**config.mk**
```make
export PLATFORM = sky130hd
export DESIGN_NAME = laser_pulse_monitor
export DESIGN_NICKNAME = d
export VERILOG_FILES = /design/src/rtl/laser_pulse_monitor.sv
export SDC_FILE = /design/constraint.sdc
export NUM_CORES = 1
export LEC_CHECK = 0
export BUFFER_PORTS_ARGS = -buffer_cell sky130_fd_sc_hd__buf_2
export CAP_MARGIN = 10
export CELL_PAD_IN_SITES_DETAIL_PLACEMENT = 1
export CELL_PAD_IN_SITES_GLOBAL_PLACEMENT = 1
export CORE_ASPECT_RATIO = 0.9
export CORE_UTILIZATION = 46
export DETAILED_ROUTE_END_ITERATION = 16
export PLACE_DENSITY_LB_ADDON = 0.25
export SYNTH_ARGS = -nofsm -noshare
export SYNTH_HDL_FRONTEND = slang
export SYNTH_SLANG_ARGS = --single-unit
```
**constraint.sdc**
```tcl
create_clock -name Clk -period 4.63 [get_ports Clk]
set_clock_uncertainty 0.1 [all_clocks]
set_input_delay 0 -clock Clk [delete_from_list [all_inputs] [get_ports Clk]]
set_output_delay 0 -clock Clk [all_outputs]
set_load 0.1 [all_outputs]
```
**src/rtl/laser_pulse_monitor.sv**
```systemverilog
// Receive-side checker for the laser-timer enable X. It measures each high pulse,
// grades it against EXP_WIDTH, counts pulses and errors, and latches a stuck-on fault.
module laser_pulse_monitor #(
  parameter int EXP_WIDTH = 3,
  parameter int MAX_ON    = 8,
  parameter int CNT_W     = 4,
  parameter int PC_W      = 8
) (
  input  logic             Clk,
  input  logic             Rst,
  input  logic             X,
  input  logic             Clr,
  output logic [CNT_W-1:0] Width,
  output logic             Done,
  output logic             Ok,
  output logic             Stuck,
  output logic [PC_W-1:0]  PulseCnt,
  output logic [PC_W-1:0]  ErrCnt
);

  localparam logic [1:0] IDLE  = 2'd0;
  localparam logic [1:0] HIGH  = 2'd1;
  localparam logic [1:0] STUCK = 2'd2;

  localparam logic [CNT_W:0]   MAX_ON_V = (CNT_W+1)'(MAX_ON);
  localparam logic [CNT_W-1:0] EXP_V    = CNT_W'(EXP_WIDTH);

  logic [1:0]       state;
  logic [CNT_W-1:0] cnt;
  logic [CNT_W:0]   cnt_inc;

  // One extra bit so the overflow comparison cannot wrap.
  assign cnt_inc = {1'b0, cnt} + (CNT_W+1)'(1);

  always_ff @(posedge Clk or negedge Rst) begin
    if (!Rst) begin
      state    <= IDLE;
      cnt      <= '0;
      Width    <= '0;
      Done     <= 1'b0;
      Ok       <= 1'b0;
      Stuck    <= 1'b0;
      PulseCnt <= '0;
      ErrCnt   <= '0;
    end else begin
      Done <= 1'b0;
      case (state)
        IDLE: begin
          if (X) begin
            cnt   <= CNT_W'(1);
            state <= HIGH;
          end
          if (Clr) begin
            PulseCnt <= '0;
            ErrCnt   <= '0;
          end
        end

        HIGH: begin
          if (X) begin
            if (cnt_inc > MAX_ON_V) begin
              state <= STUCK;
              Stuck <= 1'b1;
            end else begin
              cnt <= cnt_inc[CNT_W-1:0];
            end
            if (Clr) begin
              PulseCnt <= '0;
              ErrCnt   <= '0;
            end
          end else begin
            Width <= cnt;
            Done  <= 1'b1;
            Ok    <= (cnt == EXP_V);
            cnt   <= '0;
            state <= IDLE;
            // A clear on the pulse-end edge overrides the count of that pulse.
            if (Clr) begin
              PulseCnt <= '0;
              ErrCnt   <= '0;
            end else begin
              PulseCnt <= PulseCnt + PC_W'(1);
              if (cnt != EXP_V && ErrCnt != '1)
                ErrCnt <= ErrCnt + PC_W'(1);
            end
          end
        end

        STUCK: begin
          // Leaving the fault needs the laser off and an explicit clear.
          if (!X && Clr) begin
            state    <= IDLE;
            Stuck    <= 1'b0;
            cnt      <= '0;
            PulseCnt <= '0;
            ErrCnt   <= '0;
          end
        end

        default: begin
          state <= IDLE;
          cnt   <= '0;
        end
      endcase
    end
  end

endmodule

```
-- Word level (Yosys, flattened, before mapping)
Cells that the tools add are included.
- multiplexer cells: 26
- $lt $le $gt $ge: 1
- add/sub/neg operators: 3
- bitwise operators: 1
- reduce and logical (&&, ||, !) cells: 12
- equality and inequality tests: 12
- operators with widths (kind ; number):
    2-to-1 mux 8 bit ; 8
    one-hot mux 8 bit (3 select lines) ; 2
    adder 8 x 1 -> 8 bit (second input constant) ; 2
    2-to-1 mux 4 bit ; 4
    one-hot mux 4 bit (3 select lines) ; 1
    AND reduction 3 bit ; 3
    2-to-1 mux 2 bit ; 4
    inequality test 2 bit (second input constant) ; 4
    inequality test 8 bit (second input constant) ; 1
    inequality test 3 bit (second input constant) ; 2
    one-hot mux 2 bit (3 select lines) ; 1
    adder 4 x 1 -> 5 bit (second input constant) ; 1
    > comparator 5 x 4 -> 1 bit (second input constant) ; 1
    2-to-1 mux 1 bit ; 5
    == test 4 x 2 -> 1 bit (second input constant) ; 1
    inequality test 4 x 2 -> 1 bit (second input constant) ; 1
    inequality test 4 bit (second input constant) ; 1
    AND reduction 2 bit ; 2
    AND reduction 4 bit ; 1
    nonzero test 3 bit ; 1
    == test 2 x 1 -> 1 bit (second input constant) ; 1
    == test 2 bit (second input constant) ; 1
    logical AND 1 bit ; 2
    logical NOT 2 bit ; 1
    4 further kinds ; 4
- input bits: 4
- output and inout port bits: 23
- flip-flop bits (word level): 29

-- Logic depth before layout (Yosys ltp)
Gate-level depths: netlist of the first run.
- word-level depth: 6
- depth in mapped cells: 9

-- Least setup slack after synthesis of the first run
Ideal clock, no wire load.
- kind: reg2reg
- start: register ErrCnt[0]
- end: register ErrCnt[2]
- clock period less this slack: 2.295 ns
- setup slack: 2.335 ns
- stages on the path, launching flop included: 7
- data arrival time: 2.070 ns
- required time: 4.405 ns
- cells stage by stage: dfrtp_1 ha_1 nand2_1 nor2_1 a41oi_1 a41oi_1 nor2_1
- cells in the longest elaborated chain, start to end: 5
- elaborated cells on any way between the ends: 9
- classes of those cells: add/sub (1); eq/ne (2); mux (4); reduce/logical (2)
- ends and longest elaborated chain (element ; RTL line ; RTL):
    start: declaration ; 18 ; output logic [PC_W-1:0] ErrCnt
    start signal: assignment ; 84 ; ErrCnt <= ErrCnt + PC_W'(1);
    adder 8 x 1 -> 8 bit ; 84 ;
    2-to-1 mux 8 bit ; 83 ; if (cnt != EXP_V && ErrCnt != '1)
    2-to-1 mux 8 bit ; 78 ; if (Clr) begin
    2-to-1 mux 8 bit ; 60 ; if (X) begin
    one-hot mux 8 bit (3 select lines) ; 47 ; case (state)
Parallel ways exist; a longest one is shown, timed or not. The select of a mux whose other input is x is not followed.
A chain may end at the register's enable or synchronous reset.

-- Worst setup path after layout of the first run
- start: register state[1]
- end: register PulseCnt[4]
- cells in the longest elaborated chain, start to end: 3
- elaborated cells on any way between the ends: 7
- classes of those cells: eq/ne (3); mux (1); reduce/logical (3)
- ends and longest elaborated chain (element ; RTL line ; RTL):
    start: declaration ; 28 ; logic [1:0] state;
    start signal: assignment ; 37 ; state <= IDLE;
    start signal: assignment ; 51 ; state <= HIGH;
    start signal: assignment ; 62 ; state <= STUCK;
    == test 2 bit, or another cell as far along ; 47 ;
    inequality test 2 bit (no source line) / nonzero test 3 bit (equally long branches) ; - ;
    AND reduction 2 bit (no source line) ; - ;
    end signal: assignment ; 82 ; PulseCnt <= PulseCnt + PC_W'(1);
    end: declaration ; 17 ; output logic [PC_W-1:0] PulseCnt,
Parallel ways exist; a longest one is shown, timed or not.

==> results of run 1 <==
## metal layers
layer / wire length (um) / part of all wire, %
met4: 49 / 1.1
met1: 2060 / 46
met3: 177 / 4.0
met2: 2140 / 48
met5: 0 / 0
## critical path, cell delays in order (launching register included)
cell and delay (ns):
dfrtp_1 0.41, inv_1 0.09, ha_1 0.36, and2b_4 0.26, nand3_1 0.32, nor2_1 0.40
nand2_1 0.11, o21ai_0 0.22
## layout by cell type, fill, tap and decap left out, types with 2 or more instances in the layout
master    instances
a211oi_1          2
a21oi_1           9
a22o_1            2
a31oi_1           3
a41oi_1           3
and3_1            5
buf_2            26
clkbuf_8          5
clkinv_2          2
dfrtp_1          29
ha_1              8
inv_1             7
mux2_2            3
nand2_1          16
nand3_1           8
nand4_1           2
nor2_1           14
nor2b_1           4
nor3_1            6
nor3b_1           3
o21ai_0          19
o21ai_1           3
o31ai_1           7
o41ai_1           2
## worst paths after layout
path	startpoint	endpoint	slack, ns	cells after the start
setup / recovery	state[1]	PulseCnt[4]	2.26	7
hold / removal	Clr	Stuck	0.04	4
setup reg to reg	state[1]	PulseCnt[4]	2.26	7
hold reg to reg	PulseCnt[7]	PulseCnt[7]	0.40	1
max in group asynchronous	Rst	cnt[0]	3.83	2
min in group asynchronous	Rst	Width[3]	0.17	2
## repair_timing
item / 4_1_cts / 5_1_grt
hold buffers: 1 / 0
buffers inserted: 0 / 0
endpoints found under the hold margin: 29 / 0
## cell type report
class	count	area [um2]	area share, %
clock buffers	6	72.6	3.75
inverters	8	30.0	1.55
well taps	44	55.1	2.85
repair buffers	27	140	7.24
multi-input cells	138	901	46.6
clock inverters	2	10.0	0.517
flip-flops and latches	29	726	37.5
## power by group through the flow
stage	Clock, mW	Sequential [mW]	Combinational [mW]
2_1_floorplan	0	0.447	0.161
3_3_place_gp	0	0.320	0.346
3_5_place_dp	0	0.325	0.358
4_1_cts	0.206	0.320	0.363
5_1_grt	0.216	0.327	0.389
6_report	0.204	0.319	0.360
## sequential cells by signal, indices dropped and copies added, names as in the netlist
signal and flops:
Width 4, state 2, ErrCnt 8, cnt 4
Ok 1, Stuck 1, PulseCnt 8, Done 1
## cell families after synthesis
family          share of synthesized area [%]
simple gates                             21.6
buf+inv                                  3.27
flops                                    43.2
mux                                      2.60
compound gates                           23.4
fa+ha+maj                                5.95
==> impl_metrics.yaml, run 1 <==
status:
  status: "completed"
floorplanning:
  dieArea_um2: 3900
  placeableCoreArea_um2: 3430
  ioPinCount: 27
  start_util_pct: 49.1
  die_width_um: 65.7
  die_h_um: 59.4
  num_rows: 20
place:
  placedInstanceArea_um2: 1840
  numPlacedInstances: 245
  place.gp.congestion: 0.796
  place_ws_ns: 2.29
  portBuffers: 26
  dpl.hpwl_um: 3230
worst_setup_path:
  worstPathArrival_ns: 2.46
  worstSetupPathType: "flip-flop to flip-flop"
  required_ns: 4.72
  worstPathMaxFanout: 11
  cp-start-kind: "flip-flop"
  end_kind: "flip-flop"
global_routing:
  antenna_found_initial: 0
  gr-total-overflow: 0
  use_met2_pct: 43.4
  use_met1_pct: 34.4
  first_global_vias: 1562
  track_usage_pct: 26.2
  grt_util_met3_pct: 4.62
  top_usage_layer: "met2"
  grt_max_degree: 30
  grt_first_pass_wirelength_um: 7600
layout:
  antenna-diode-count: 0
  final_layout_size_suffix_gt1_share_pct: 20.0
  layout.cells.non_filler: 254
  fin_nets: 221
  n_fill_cell: 394
  final_area_um2: 1930
  final_util_pct: 56.4
  syn2layout_area_growth_pct: 15.0
power:
  switching_share_pct: 45.7
  p_int_mw: 0.479
  p_clk_share_pct: 23.1
  leakage_nw: 0.941
  combPwrFrac_pct: 40.7
  peakVddDrop_uv: 271
  total_power_mw: 0.884
  power.density_nw_per_um2: 457
  switchingPower_mw: 0.404
  pwr-share-seq_pct: 36.2
synthesis:
  synthFlopType: "dfrtp_1"
  synth_top_cells_by_area: "dfrtp_1, ha_1, o21ai_0"
  synth_top_area_cell: "dfrtp_1"
  synth_commonest_cells: "dfrtp_1, o21ai_0, nand2_1, nor2_1, a21oi_1"
  netlist_area_um2: 1680
  syn_inst: 179
  ys_ff_latch: 29
  syn_nets: 191
  post-synth-top-count-cell: "dfrtp_1"
  yosysTopAreaCellShare_pct: 43.2
  yosysUniqueCellTypes: 43
  async_flop_share_pct: 100
  ys.warnings.count: 0
  synth_edf_count: 0
  synth.avg_cell_area_um2: 9.39
  synth-seq-area-share_pct: 43.2
drt:
  ant_nets: 0
  detail_route.iter0.violations: 96
  totalWireLength_um: 4430
  dr_total_vias: 1536
  drc: 0
  via_per_inst: 6.05
  wl_per_cell_um: 17.4
  firstDrtPassIters: 4
timing:
  fin_setup_tns_ns: 0
  rsz0062_at_grt: "false"
  hold_ws_ns: 0.0442
  fin_crit_sh_pct: 51.1
  fmax_ghz: 0.422
  setup_viol: 0
  slew_headroom_pct: 53.8
  fin_ws_ns: 2.26
  fin_crit_ns: 2.37
  hold_viol_final: 0
  slew_viol_final: 0
  worst_pin_slew_ns: 0.690
clock_network:
  ctsResizeCount: 0
  cts.htree.levels: 2
  cts_buffers: 5
  clk_path_buf_depth: 2
  clockRootBuffer: "clkbuf_8"
  clkTransAtPathRegs_ns: 0.07
  cts_tree: "built"
  clock-sinks: 29
  clk-insertion-delay-late_ns: 0.29
min_path:
  min_path_type: "input pin to flip-flop"
flow_run:
  cap_violations: 0
Power figures use the tool's default switching activity.
==> inputs of run 2 (changes only) <==
CORE_UTILIZATION = 38   (was 46)
clock period = 1.9 ns   (was 4.63 ns; I/O delays follow)
==> impl_metrics.yaml, run 2 (synthesis results as in run 1) <==
status:
  status: "finished with violations"
  failed_checks: "setup timing"
global_routing:
  first_global_vias: 1810
  grt_first_pass_wirelength_um: 9470
  track_usage_pct: 27.0
  antenna_found_initial: 0
  grt_max_degree: 30
  gr-total-overflow: 0
flow_run:
  cap_violations: 0
floorplanning:
  num_rows: 22
  die_width_um: 72.1
  start_util_pct: 40.5
  dieArea_um2: 4700
  die_h_um: 65.1
  ioPinCount: 27
  placeableCoreArea_um2: 4160
power:
  leakage_nw: 1.11
  total_power_mw: 2.75
  peakVddDrop_uv: 577
  power.density_nw_per_um2: 1090
timing:
  fin_setup_tns_ns: -0.969
  fin_crit_sh_pct: 107
  slew_viol_final: 0
  setup_viol: 11
  fin_ws_ns: -0.127
  worst_pin_slew_ns: 0.680
  hold_viol_final: 0
  fmax_ghz: 0.493
  slew_headroom_pct: 54.7
  fin_crit_ns: 2.03
  rsz0062_at_grt: "true"
worst_setup_path:
  path_cells: "buf_6, ha_4, buf_4, a21boi_1, o21ai_4, o21ai_1, o31ai_1"
  path_depth: 7
  cp-start-kind: "flip-flop"
  worstPathArrival_ns: 2.08
  cp_slowest_stage_delay_ns: 0.41
  worstSetupPathType: "flip-flop to flip-flop"
  required_ns: 1.95
  end_kind: "flip-flop"
  worstPathMaxFanout: 7
  critical-path-slowest-cell: "dfrtp_1"
  cp_num_buf_inv: 2
  r2r_cells: 7
  crit_family: "compound AO/OA/AOI/OAI gates"
place:
  place.gp.congestion: 0.853
  portBuffers: 26
  place_ws_ns: -0.223
  dpl.hpwl_um: 3610
clock_network:
  clock-sinks: 29
  cts_tree: "built"
  cts_buffers: 5
  clk_path_buf_depth: 2
  cts.htree.levels: 2
  clkTransAtPathRegs_ns: 0.08
  clockRootBuffer: "clkbuf_8"
  clk-insertion-delay-late_ns: 0.30
min_path:
  hold_path_depth: 4
  min_path_type: "input pin to flip-flop"
layout:
  final_util_pct: 60.4
  layout_common_cells: "buf_4, buf_2, dfrtp_1, nand2_1"
  syn2layout_area_growth_pct: 49.3
  fin_nets: 253
  top_regs: "ErrCnt: 8 flops, PulseCnt: 8 flops"
  final_common_cell: "buf_4"
  antenna-diode-count: 0
  final_layout_size_suffix_gt1_share_pct: 52.9
drt:
  totalWireLength_um: 6650
  dr_total_vias: 1786
  detail_route.iter0.violations: 97
  drc: 0
  ant_nets: 0
  wl_per_cell_um: 22.0
  firstDrtPassIters: 6
  via_per_inst: 5.91
-- run 2: changes by cell type in the layout (fill, tap and decap cells not counted), sizes merged --
cell	delta
buf	+32
clkinv	-1
clkbuf	+1
-- run 2: tightest hold or removal path, cell delays in order --
cell	delay, ns
buf_2	0.17
nand3_1	0.11
a21oi_1	0.07
nor2_1	0.09
-- run 2: layout make-up --
type | instances | area (um2)
clock buffers | 7 | 96.3
clock inverters | 1 | 5.00
fillers | 461 | 1650
inverters | 8 | 35.0
multi-input cells | 138 | 1150
flip-flops and latches | 29 | 746
well taps | 60 | 75.1
repair buffers | 59 | 399
-- run 2: path summary, 6_finish.rpt --
check,from,to,slack (ns)
setup / recovery,state[1],PulseCnt[5],-0.13
hold / removal,Clr,Stuck,0.08
setup reg to reg,state[1],PulseCnt[5],-0.13
hold reg to reg,Width[2],Width[2],0.39
max in group asynchronous,Rst,ErrCnt[0],0.99
min in group asynchronous,Rst,Width[0],0.20
-- run 2: timing repair --
action	in CTS	in global routing
hold buffers	1	0
resized for setup	23	48
setup buffers	9	4
endpoints found under the setup margin	17	20
endpoints found under the hold margin	29	0
pin swaps	5	16
cloned	0	0
-- run 2: report_power, final --
group          internal [mW]  leakage, nW  switching [mW]  total, mW
logic                  0.491        0.682           0.878       1.37
clock network          0.328       0.0542           0.272      0.600
registers              0.697        0.377          0.0802      0.778
-- run 2: metal layers --
layer | routed length, um | part of all wire, % | vias up | global-route usage [%]
li1 | - | - | 788 | -
met1 | 2730 | 41 | 912 | 33.0
met2 | 3490 | 52 | 68 | 46.6
met3 | 244 | 3.7 | 18 | 5.37
met4 | 191 | 2.9 | 0 | 10.8
met5 | 0 | 0 | - | 0
-- run 2: stage by stage --
stage	cells	cell area [um2]	hold WS, ns
2_1_floorplan	179	1720	-0.396
3_3_place_gp	281	2050	-0.0294
3_5_place_dp	281	2050	-0.0203
4_1_cts	299	2330	0.0311
5_1_grt	302	2510	0.106
6_report	302	2510	0.0810
==> inputs of run 3 (changes only) <==
CORE_UTILIZATION = 42   (was 38)
GPL_TIMING_DRIVEN = 0   (was unset)
clock period = 2.3 ns   (was 1.9 ns; I/O delays follow)
==> impl_metrics.yaml, run 3 (synthesis results as in run 1) <==
worst_setup_path:
  worstPathMaxFanout: 10
  crit_family: "flip-flops"
  r2r_cells: 8
  worstPathArrival_ns: 2.18
  r2r-start: "state[0]"
  r2r_slack_ns: 0.18
  critical-path-slowest-cell: "dfrtp_1"
  end_kind: "flip-flop"
  path_cells: "inv_1, ha_1, and2b_2, nand3_1, buf_2, a31oi_1, o31ai_1, o41ai_1"
  required_ns: 2.37
  cp_slowest_stage_delay_ns: 0.44
  worstSetupPathType: "flip-flop to flip-flop"
  crit_path_start: "state[0]"
  path_depth: 8
  rr_endpoint: "ErrCnt[7]"
  cp_num_buf_inv: 2
  crit_end: "ErrCnt[7]"
  cp-start-kind: "flip-flop"
flow_run:
  cap_violations: 0
timing:
  setup_viol: 0
  hold_ws_ns: 0.00839
  slew_headroom_pct: 55.4
  fin_crit_ns: 2.12
  worst_pin_slew_ns: 0.669
  hold_viol_final: 0
  rsz0062_at_grt: "false"
  fin_crit_sh_pct: 92.0
  slew_viol_final: 0
  fmax_ghz: 0.472
  fin_setup_tns_ns: 0
clock_network:
  cts_tree: "built"
  clock-sinks: 29
  cts_buffers: 5
  cts.htree.levels: 2
  clk-insertion-delay-late_ns: 0.30
  clockRootBuffer: "clkbuf_8"
  clk_path_buf_depth: 2
  clkTransAtPathRegs_ns: 0.07
layout:
  fin_nets: 225
  final_util_pct: 52.3
  top_regs: "ErrCnt: 8 flops, PulseCnt: 8 flops"
  antenna-diode-count: 0
  syn2layout_area_growth_pct: 17.6
  final_layout_size_suffix_gt1_share_pct: 22.4
  layout.cells.non_filler: 260
  layout_common_cells: "dfrtp_1, buf_2, o21ai_0, nand2_1, nor2_1"
  final_area_um2: 1980
  final_common_cell: "dfrtp_1"
drt:
  detail_route.iter0.violations: 78
  dr_total_vias: 1543
  totalWireLength_um: 4630
  wl_met3_um: 176
  via_per_inst: 5.93
  topRoutingLayerUsed: "met4"
  wl_per_cell_um: 17.8
  ant_nets: 0
  wl_met2_um: 2150
  drc: 0
  firstDrtPassIters: 4
  met1_length_um: 2220
place:
  place.gp.congestion: 0.924
  numPlacedInstances: 250
  portBuffers: 25
  dpl.hpwl_um: 3260
  placedInstanceArea_um2: 1860
global_routing:
  grt_first_pass_wirelength_um: 7360
  gr-total-overflow: 0
  grt_max_degree: 30
  track_usage_pct: 24.6
  first_global_vias: 1497
  antenna_found_initial: 0
power:
  leakage_nw: 0.957
  power.density_nw_per_um2: 919
  peakVddDrop_uv: 381
min_path:
  min_path_type: "input pin to flip-flop"
  hold_path_depth: 4
floorplanning:
  dieArea_um2: 4260
  die_width_um: 68.7
  placeableCoreArea_um2: 3780
  ioPinCount: 27
  die_h_um: 62.0
  start_util_pct: 44.4
  num_rows: 21
status:
  status: "completed"
run 3: cell count changes in the layout (fill, tap and decap cells not counted), moves of 6 or more:
| cell | delta |
|---|---|
| o21ai_2 | -7 |
| buf_4 | -24 |
| o21ai_0 | +14 |
| o21ai_1 | -6 |
| dfrtp_2 | -10 |
| dfrtp_1 | +12 |
run 3: metal layers:
metal / vias up / GRT usage [%]
li1: 728 / -
met1: 775 / 31.7
met2: 32 / 38.1
met3: 8 / 7.48
met4: 0 / 10.8
met5: - / 0
run 3: final cells by class:
class,count,area [um2]
plain buffers,4,25.0
clock buffers,6,72.6
clock inverters,2,10.0
fillers,450,1810
inverters,8,30.0
multi-input cells,138,915
flip-flops and latches,29,726
well taps,46,57.6
repair buffers,27,143
run 3: worst min path at each step:
stage               start       end  slack (ns)
floorplan             Rst      Done       -0.40
global placement      Rst  Width[3]       -0.04
detailed placement    Rst  Width[3]       -0.02
CTS                   Clr     Stuck        0.01
global route          Clr     Stuck        0.04
finish                Clr     Stuck       0.008
run 3: where the power goes:
group	switching, mW	internal [mW]	leakage, nW
Sequential	0.0748	0.572	0.397
Clock	0.210	0.209	0.0450
Combinational	0.550	0.201	0.515
Total	0.835	0.982	0.957
run 3: repair_timing:
item                                   in CTS  in global routing
endpoints found under the hold margin      29                  0
setup endpoints to repair                   0                 11
hold buffers                                1                  0
setup buffers                               0                  1
resized for setup                           0                  3
run 3: stage by stage:
stage | worst slack [ns] | total power, mW
4_1_cts | 0.0201 | 1.81
5_1_grt | 0.00135 | 1.92
3_5_place_dp | 0.0516 | 1.39
6_report | 0.183 | 1.82
3_3_place_gp | 0.162 | 1.36
2_1_floorplan | 0.00480 | 1.22
run 3: worst min-delay path: stages:
cell and delay (ns):
buf_2 0.14, nand3_1 0.07, a21oi_1 0.06, nor2_1 0.09
